===== src/rtl/arm_pipe_pkg.sv =====
`default_nettype none
// ============================================================================
// Module      : arm_pipe_pkg
// Description : Shared types and helpers for the 5-stage ARM pipeline control.
// Revision    : 1.0 - initial release
// ============================================================================
package arm_pipe_pkg;

  localparam int REG_IDX_W = 4;

  typedef enum logic [0:0] {
    RUN      = 1'b0,
    MEM_WAIT = 1'b1
  } hctl_state_t;

  // True when a read source operand matches a producing stage's destination
  function automatic logic reg_hit(input logic                 use_src,
                                   input logic [REG_IDX_W-1:0] src,
                                   input logic [REG_IDX_W-1:0] dst);
    return use_src && (src == dst);
  endfunction

endpackage : arm_pipe_pkg
`default_nettype wire


===== src/rtl/sat_counter.sv =====
`default_nettype none
// ============================================================================
// Module      : sat_counter
// Description : Up-counter that sticks at all-ones instead of wrapping.
// Revision    : 1.0 - initial release
// ============================================================================
module sat_counter #(
  parameter int W = 16
) (
  input  logic         clk,
  input  logic         clr_i,
  input  logic         en_i,
  output logic [W-1:0] q_o
);

  logic [W-1:0] cnt_q;

  // Synchronous clear, then count until saturated
  always_ff @(posedge clk) begin
    if (clr_i) begin
      cnt_q <= '0;
    end else if (en_i && (cnt_q != {W{1'b1}})) begin
      cnt_q <= cnt_q + W'(1);
    end
  end

  assign q_o = cnt_q;

endmodule : sat_counter
`default_nettype wire


===== src/rtl/hazard_ctrl.sv =====
`default_nettype none
// ============================================================================
// Module      : hazard_ctrl
// Description : Pipeline sequencer: RAW stalls, branch flushes, SRAM wait
//               freeze with timeout, and saturating stall/flush counters.
// Revision    : 1.0 - initial release
// ============================================================================
module hazard_ctrl
  import arm_pipe_pkg::*;
#(
  parameter int FWD_EN      = 1,
  parameter int MEM_TIMEOUT = 64,
  parameter int CNT_W       = 16
) (
  input  logic                 clk,
  input  logic                 rst,
  input  logic [REG_IDX_W-1:0] id_src1_i,
  input  logic [REG_IDX_W-1:0] id_src2_i,
  input  logic                 id_use_src1_i,
  input  logic                 id_use_src2_i,
  input  logic [REG_IDX_W-1:0] exe_dest_i,
  input  logic                 exe_wb_en_i,
  input  logic                 exe_mem_r_en_i,
  input  logic [REG_IDX_W-1:0] mem_dest_i,
  input  logic                 mem_wb_en_i,
  input  logic                 br_taken_i,
  input  logic                 mem_req_i,
  input  logic                 mem_ready_i,
  output logic                 freeze_fe_o,
  output logic                 bubble_idex_o,
  output logic                 flush_o,
  output logic                 freeze_all_o,
  output logic                 mem_err_o,
  output logic [CNT_W-1:0]     stall_cnt_o,
  output logic [CNT_W-1:0]     flush_cnt_o
);

  // Timeout counter must be able to hold MEM_TIMEOUT itself
  localparam int                TCNT_W   = $clog2(MEM_TIMEOUT + 1);
  localparam logic [TCNT_W-1:0] TCNT_MAX = TCNT_W'(MEM_TIMEOUT);
  localparam logic              FWD      = (FWD_EN != 0);

  hctl_state_t       state_q, state_d;
  logic [TCNT_W-1:0] tcnt_q, tcnt_d;
  logic              mem_err_q, mem_err_d;

  logic w_hit_exe;
  logic w_hit_mem;
  logic w_hazard;
  logic w_run_rules;

  assign w_hit_exe = reg_hit(id_use_src1_i, id_src1_i, exe_dest_i) |
                     reg_hit(id_use_src2_i, id_src2_i, exe_dest_i);
  assign w_hit_mem = reg_hit(id_use_src1_i, id_src1_i, mem_dest_i) |
                     reg_hit(id_use_src2_i, id_src2_i, mem_dest_i);

  // With forwarding only a load in EXE cannot be bypassed in time
  assign w_hazard = FWD ? (w_hit_exe & exe_wb_en_i & exe_mem_r_en_i)
                        : ((w_hit_exe & exe_wb_en_i) | (w_hit_mem & mem_wb_en_i));

  // State, timeout counter and sticky error register
  always_ff @(posedge clk) begin
    if (rst) begin
      state_q   <= RUN;
      tcnt_q    <= '0;
      mem_err_q <= 1'b0;
    end else begin
      state_q   <= state_d;
      tcnt_q    <= tcnt_d;
      mem_err_q <= mem_err_d;
    end
  end

  // Next-state and control decode; a freeze masks every other control
  always_comb begin
    state_d       = state_q;
    tcnt_d        = tcnt_q;
    mem_err_d     = mem_err_q;
    freeze_all_o  = 1'b0;
    freeze_fe_o   = 1'b0;
    bubble_idex_o = 1'b0;
    flush_o       = 1'b0;
    w_run_rules   = 1'b0;

    case (state_q)
      RUN: begin
        if (mem_req_i && !mem_ready_i) begin
          freeze_all_o = 1'b1;
          state_d      = MEM_WAIT;
          tcnt_d       = TCNT_W'(1);
        end else begin
          w_run_rules = 1'b1;
        end
      end
      MEM_WAIT: begin
        if (mem_ready_i) begin
          state_d     = RUN;
          tcnt_d      = '0;
          w_run_rules = 1'b1;
        end else if (tcnt_q == TCNT_MAX) begin
          // Give up on the access so the core can trap instead of hanging
          mem_err_d   = 1'b1;
          state_d     = RUN;
          tcnt_d      = '0;
          w_run_rules = 1'b1;
        end else begin
          freeze_all_o = 1'b1;
          tcnt_d       = tcnt_q + TCNT_W'(1);
        end
      end
      default: begin
        state_d = RUN;
        tcnt_d  = '0;
      end
    endcase

    // A taken branch squashes the hazarding instruction, so it wins
    if (w_run_rules) begin
      if (br_taken_i) begin
        flush_o = 1'b1;
      end else if (w_hazard) begin
        freeze_fe_o   = 1'b1;
        bubble_idex_o = 1'b1;
      end
    end
  end

  assign mem_err_o = mem_err_q;

  sat_counter #(.W(CNT_W)) u_stall_cnt (
    .clk   (clk),
    .clr_i (rst),
    .en_i  (freeze_fe_o | freeze_all_o),
    .q_o   (stall_cnt_o)
  );

  sat_counter #(.W(CNT_W)) u_flush_cnt (
    .clk   (clk),
    .clr_i (rst),
    .en_i  (flush_o),
    .q_o   (flush_cnt_o)
  );

endmodule : hazard_ctrl
`default_nettype wire


===== config.mk =====
export PLATFORM = sky130hd
export DESIGN_NAME = hazard_ctrl
export DESIGN_NICKNAME = d
export VERILOG_FILES = /design/src/rtl/arm_pipe_pkg.sv /design/src/rtl/sat_counter.sv /design/src/rtl/hazard_ctrl.sv
export SDC_FILE = /design/constraint.sdc
export NUM_CORES = 1
export LEC_CHECK = 0
export CAP_MARGIN = 20
export CORE_MARGIN = 2
export CORE_UTILIZATION = 40
export CTS_BUF_LIST = sky130_fd_sc_hd__clkbuf_4
export DETAILED_ROUTE_END_ITERATION = 10
export PLACE_DENSITY = 0.82
export RECOVER_POWER = 50
export SETUP_SLACK_MARGIN = 0.2
export SLEW_MARGIN = 20
export SYNTH_ARGS = -nofsm -noshare
export SYNTH_HDL_FRONTEND = slang
export SYNTH_SLANG_ARGS = --single-unit

===== constraint.sdc =====
create_clock -name clk -period 2.5 [get_ports clk]
set_input_delay 0.625 -clock clk [delete_from_list [all_inputs] [get_ports clk]]
set_output_delay 0.625 -clock clk [all_outputs]
set_load 0.02 [all_outputs]

### After elaboration in Yosys (flattened, before gate mapping)

Index checks and enable logic that the tools add are counted.

| word-level totals | value |
|---|---|
| input bits | 26 |
| register bits | 41 |
| output and inout bits | 37 |
| word-level logic and storage cells | 44 |

| operators by class | value |
|---|---|
| bitwise operators | 6 |
| equality and inequality tests | 6 |
| $add $sub $neg | 3 |
| reduce and logical (&&, ||, !) cells | 7 |
| mux-type cells | 17 |

Operators by type and width:

| cell | count |
|---|---|
| $add 16x1->16 const B | 2 |
| $ne 16x16->1 const B | 2 |
| $mux 7 | 3 |
| $pmux 7 s2 | 1 |
| $mux 1 | 11 |
| $eq 4x4->1 | 2 |
| $add 7x1->7 const B | 1 |
| $eq 7x7->1 const B | 1 |
| $logic_and 1x1->1 | 5 |
| $pmux 1 s2 | 2 |
| $reduce_and 3->1 | 1 |
| $and 1x1->1 | 2 |
| $ne 2x2->1 const B | 1 |
| $not 1->1 | 2 |
| $or 1x1->1 | 2 |
| $logic_not 1->1 | 1 |

### Logic depth before layout (Yosys ltp)

Gate-level depths: netlist (run 1).

| logic depth | value |
|---|---|
| depth after elaboration | 10 |
| mapped depth | 9 |
| mapped depth without buffers | 8 |

### By module

Synthesis (run 1) repeated with hierarchy kept, for this count alone.

| second synthesis, totals | value |
|---|---|
| cells, all modules | 268 |
| area total of the unflattened synthesis | 2298.5 um2 |

Modules (own cells, without submodules):

| module | seq. area each (um2) | area each (um2) | cells each | instances |
|---|---|---|---|---|
| sat_counter | 320.3 | 848.3 | 99 | 2 |
| hazard_ctrl | 180.2 | 601.8 | 70 | 1 |

### Worst setup path after synthesis (run 1)

No wires, ideal clock.

| timing | value |
|---|---|
| kind | input to output |
| start point | input port br_taken_i |
| end point | output port freeze_fe_o |
| arrival | 1.801 ns |
| path slack | 0.074 ns |
| data required time | 1.875 ns |
| buffers on the path | 1 |
| cell stages on the path | 5 |
| cell sequence | and3b_1 -> nand4_1 -> o22ai_1 -> nor2b_1 -> buf_4 |

| between the ends | value |
|---|---|
| longest elaborated chain between the ends | 2 |

Ends and longest elaborated chain:

| what | line | text |
|---|---|---|
| start, declared | hazard_ctrl.sv:26 | `input logic br_taken_i,` |
| $mux 1 (2 in series) | -- |  |
| end, declared | hazard_ctrl.sv:29 | `output logic freeze_fe_o,` |

No other way between the ends.

### Worst setup path in the final report (run 1)

| timing | value |
|---|---|
| start point | input port id_src2_i[1] |
| end point | output port bubble_idex_o |

| between the ends | value |
|---|---|
| longest elaborated chain between the ends | 8 |

Ends and longest elaborated chain:

| what | line | text |
|---|---|---|
| start, declared | hazard_ctrl.sv:18 | `input logic [REG_IDX_W-1:0] id_src2_i,` |
| $eq 4x4->1 | arm_pipe_pkg.sv:20 | `return use_src && (src == dst);` |
| $logic_and 1x1->1 | arm_pipe_pkg.sv:20 |  |
| $or 1x1->1 | hazard_ctrl.sv:52 | `assign w_hit_exe = reg_hit(id_use_src1_i, id_src1_i, exe_dest_i) \|` |
| $and 1x1->1 | -- |  |
| $and 1x1->1 | hazard_ctrl.sv:58 | `assign w_hazard = FWD ? (w_hit_exe & exe_wb_en_i & exe_mem_r_en_i)` |
| $mux 1 | hazard_ctrl.sv:121 | `end else if (w_hazard) begin` |
| $mux 1 | hazard_ctrl.sv:119 | `if (br_taken_i) begin` |
| $mux 1 | hazard_ctrl.sv:118 | `if (w_run_rules) begin` |
| end, declared | hazard_ctrl.sv:30 | `output logic bubble_idex_o,` |

No other way between the ends.

==> metrics.txt, run 1 <==
min setup slack post-route between 0.1 and 0.15 ns; combinational family with the most area after synthesis simple AND/OR/NAND/NOR gates; Post-CTS Hold Buffers 0; Switching Power a little under 0.3 mW; Post-route DRC 0; crit-path cells dlygate4sd2_1, xnor2_1, nand4_1, o22ai_2, nor2b_4, buf_6; Core Area just over 5000 sq um; Synth Flop Type dfxtp_1; leading area contributor after synthesis dfxtp_1; asr flop ratio synth 0; Synth-to-Final Area Change 43.94%; CP Data Required Time roughly 1.9 ns; worst slew pin tran 0.5474 ns; DPL Wire Length approximately 3.7 mm; Clock transition at path regs 0.12 ns; final setup violation count 0; Crit Path Category input pin to output port; CTS Sinks 41; CP Capture Type output port; Tmin final between 2 and 2.5 ns; Hold Path Cell Cnt 2; Synth Area in Adders 0.02398; Final ANT Viol Nets 0; 1st-iter DRT viols between 90 and 100; first-pass GRT wire length 8.583 mm; # rows 26; most instantiated cells after synthesis dfxtp_1 (41), nor2_1 (35), nand2_1 (15), xor2_1 (15); Critical Path AT between 1.5 and 2 ns; pin count of the biggest net entering global routing 21; Leak roughly 1.2 nW; simple-gate share of the synthesized area 0.2860; layout cells sized above 1 0.1415; Final nets about 350; Hold WC Path Type flip-flop to flip-flop; register area approximately 820 sq um; Starting Density 0.4112; Inst Count DP between 300 and 400; slowest CP cell dlygate4sd2_1; Crit path max-delay family buffers and inverters; Cell Int Power between 0.9 and 1 mW; Worst Path Max Fanout 2; post-synthesis compound-gate area fraction 0.1259; post-synthesis net count around 270; RSZ-0062 raised after global routing true; Pins Over Slew Limit 0; Sw Ratio 0.2352; Pwr Density ~420 nW/um^2; worst hold endpoint u_stall_cnt.q_o[8]; number of global-route vias before repair approximately 1900; Seq/Total Area, Yosys 0.3933; Total Wirelength 4.999 mm; wire per inst 12.66 microns; initial antenna violation count 0; CP Launch Type input pin; routed vias just over 2000; Place WS -0.6207 ns; xor and xnor fraction of the mapped netlist area 0.1175; Die Width 76.23 microns; die extent in y ~76 microns; clock root buffer clkbuf_4; synth warn 0; Fillers 481; TritonCTS clock tree built; Post-Route Skew between 0.015 and 0.02 ns; Final Core Density 0.5920; r2r startpoint tcnt_q[4]; top cell type's share of synthesized area 0.3933; Worst Hold Launch u_stall_cnt.q_o[8]; most frequent cell after synthesis dfxtp_1; All-Layer GR Usage 0.1779; Buf+Inv Stages, Crit Path 2; final cell count without fillers 395; cell count after synthesis ~240; Hold Vio Cnt, Final 0; H-tree lvl count 2; Placer Congestion approximately 0.82; ant diodes 0; FMAX roughly 420 MHz; I/O pin total between 60 and 70; status finished clean; CTS max path bufs 2; Final Power 1.260 mW; #FFs+latches synth 41; worst vdd ir 290.9 uV; Reg2Reg Capture Point u_flush_cnt.q_o[3]; max cap viols 0; Logic pwr share 0.126; multiplexer share of the synthesized area 0.02518; largest cells by area after synthesis dfxtp_1 (39%), nor2_1 (6.3%), xor2_1 (6.3%), xnor2_1 (5.5%), nand4_1 (3.3%); Vias per Instance 5.152; I/O Buffers 57; CP peak stage delay 0.25 ns; Period Utilization, post-route 0.9459; Post-synth EDFFs 0; Netlist cell types 40; Worst R2R Path Depth 10; total congestion overflow 0; worst skew pair latency roughly 0.35 ns; CTS buffer count 5; Critical Path Start id_src2_i[1]; First-pass DRT Iterations 4; Clk pwr share 0.341; Seq pwr share 0.533; Cell Area, Synth 2087 sq um; Worst R2R Setup Slack between 0.2 and 0.3 ns; die area 5811 sq um; mean post-synth cell area around 8.6 sq um; area of the multi-input gates approximately 1200 sq um; Slew HR 0.6339
how the worst max path moves through the flow:
| stage | cells after the start | slack (ns) | endpoint |
|---|---|---|---|
| global route | 8 | 0.02 | flush_o |
| detailed placement | 6 | -0.62 | bubble_idex_o |
| CTS | 7 | 0.11 | bubble_idex_o |
| finish | 6 | 0.14 | bubble_idex_o |
| global placement | 6 | -0.58 | freeze_fe_o |
| floorplan | 5 | 0.26 | freeze_fe_o |
cell type report:
cell class	count	area share
multi-input cells	187	0.4123
repair buffers	83	0.2503
clock buffers	6	0.01499
well taps	70	0.02915
inverters	6	0.007497
clock inverters	2	0.01125
flip-flops and latches	41	0.2745
cell families (layout without fill, tap and decap cells):
logic type | after synthesis | in the layout
AO/OA/AOI/OAI | 36 | 36
AND/OR/NAND/NOR | 114 | 114
flip-flops | 41 | 41
XOR/XNOR | 28 | 28
buffers and inverters | 14 | 97
adder cells (fa/ha/maj) | 4 | 4
multiplexers | 5 | 5
per-stage QoR:
stage	instance area [sq um]	setup TNS, ns	hold slack (ns)
floorplan	2095	0	0.4710
global placement	2856	-2.942	0.4860
detailed placement	2856	-3.402	0.4827
CTS	2978	0	0.5104
global route	3004	0	0.5521
finish	3004	0	0.5073
power by group through the flow:
| stage | Combinational (mW) | Clock, mW | Sequential, mW |
|---|---|---|---|
| floorplan | 0.0682 | 0 | 0.692 |
| detailed placement | 0.160 | 0 | 0.687 |
| finish | 0.158 | 0.430 | 0.671 |
| global placement | 0.156 | 0 | 0.686 |
| global route | 0.173 | 0.484 | 0.674 |
| CTS | 0.157 | 0.447 | 0.672 |
state kept, by name (all words and copies together) (netlist names):
register and cells:
u_flush_cnt.q_o 16, u_stall_cnt.q_o 16, tcnt_q 7, mem_err_o 1
state_q 1
worst reg2reg max path, cell delays in order (launching register included):
cell,delay [ns]
dfxtp_1,0.36
nor4_4,0.27
buf_4,0.16
a311oi_4,0.09
buf_6,0.15
clkbuf_1,0.10
a211oi_1,0.22
clkbuf_1,0.41
nand4_1,0.19
xor2_1,0.16
nor2_1,0.05
what timing repair did:
item / 4_1_cts / 5_1_grt
pin swaps: 13 / 1
setup endpoints to repair: 5 / 5
resized for setup: 48 / 10
buffers inserted: 6 / 3
routing by layer:
metal	up-vias	GRT usage	wire, microns
met4	0	0.06182	70
met5	-	0	0
met1	965	0.2139	2170
met2	42	0.3053	2532
li1	1022	-	-
met3	6	0.04858	226
cell usage in the layout, fill, tap and decap left out, drive strengths merged, types with 4 or more instances in the layout:
cell type / n
and3: 7
nor2b: 7
nor3: 5
nand3: 13
clkbuf: 11
dlygate4sd3: 19
nor2: 35
and2: 4
xor2: 15
clkdlybuf4s50: 17
xnor2: 13
inv: 6
dfxtp: 41
nand2: 15
a21oi: 10
and4: 4
buf: 25
nand4: 11
ha: 4
dlygate4sd2: 16
or3: 5
o21ai: 6
No activity file was read; power rests on OpenSTA's default activity.
==> run 2, diff against run 1 <==
- GPL_TIMING_DRIVEN: not set -> 1
==> results of run 2 <==
Final layout, timing and power as in run 1 (identical DEF).
==> run 3, diff against run 2 <==
- GPL_ROUTABILITY_DRIVEN: not set -> 0
==> results of run 3 <==
Final layout, timing and power as in run 1 (identical DEF).
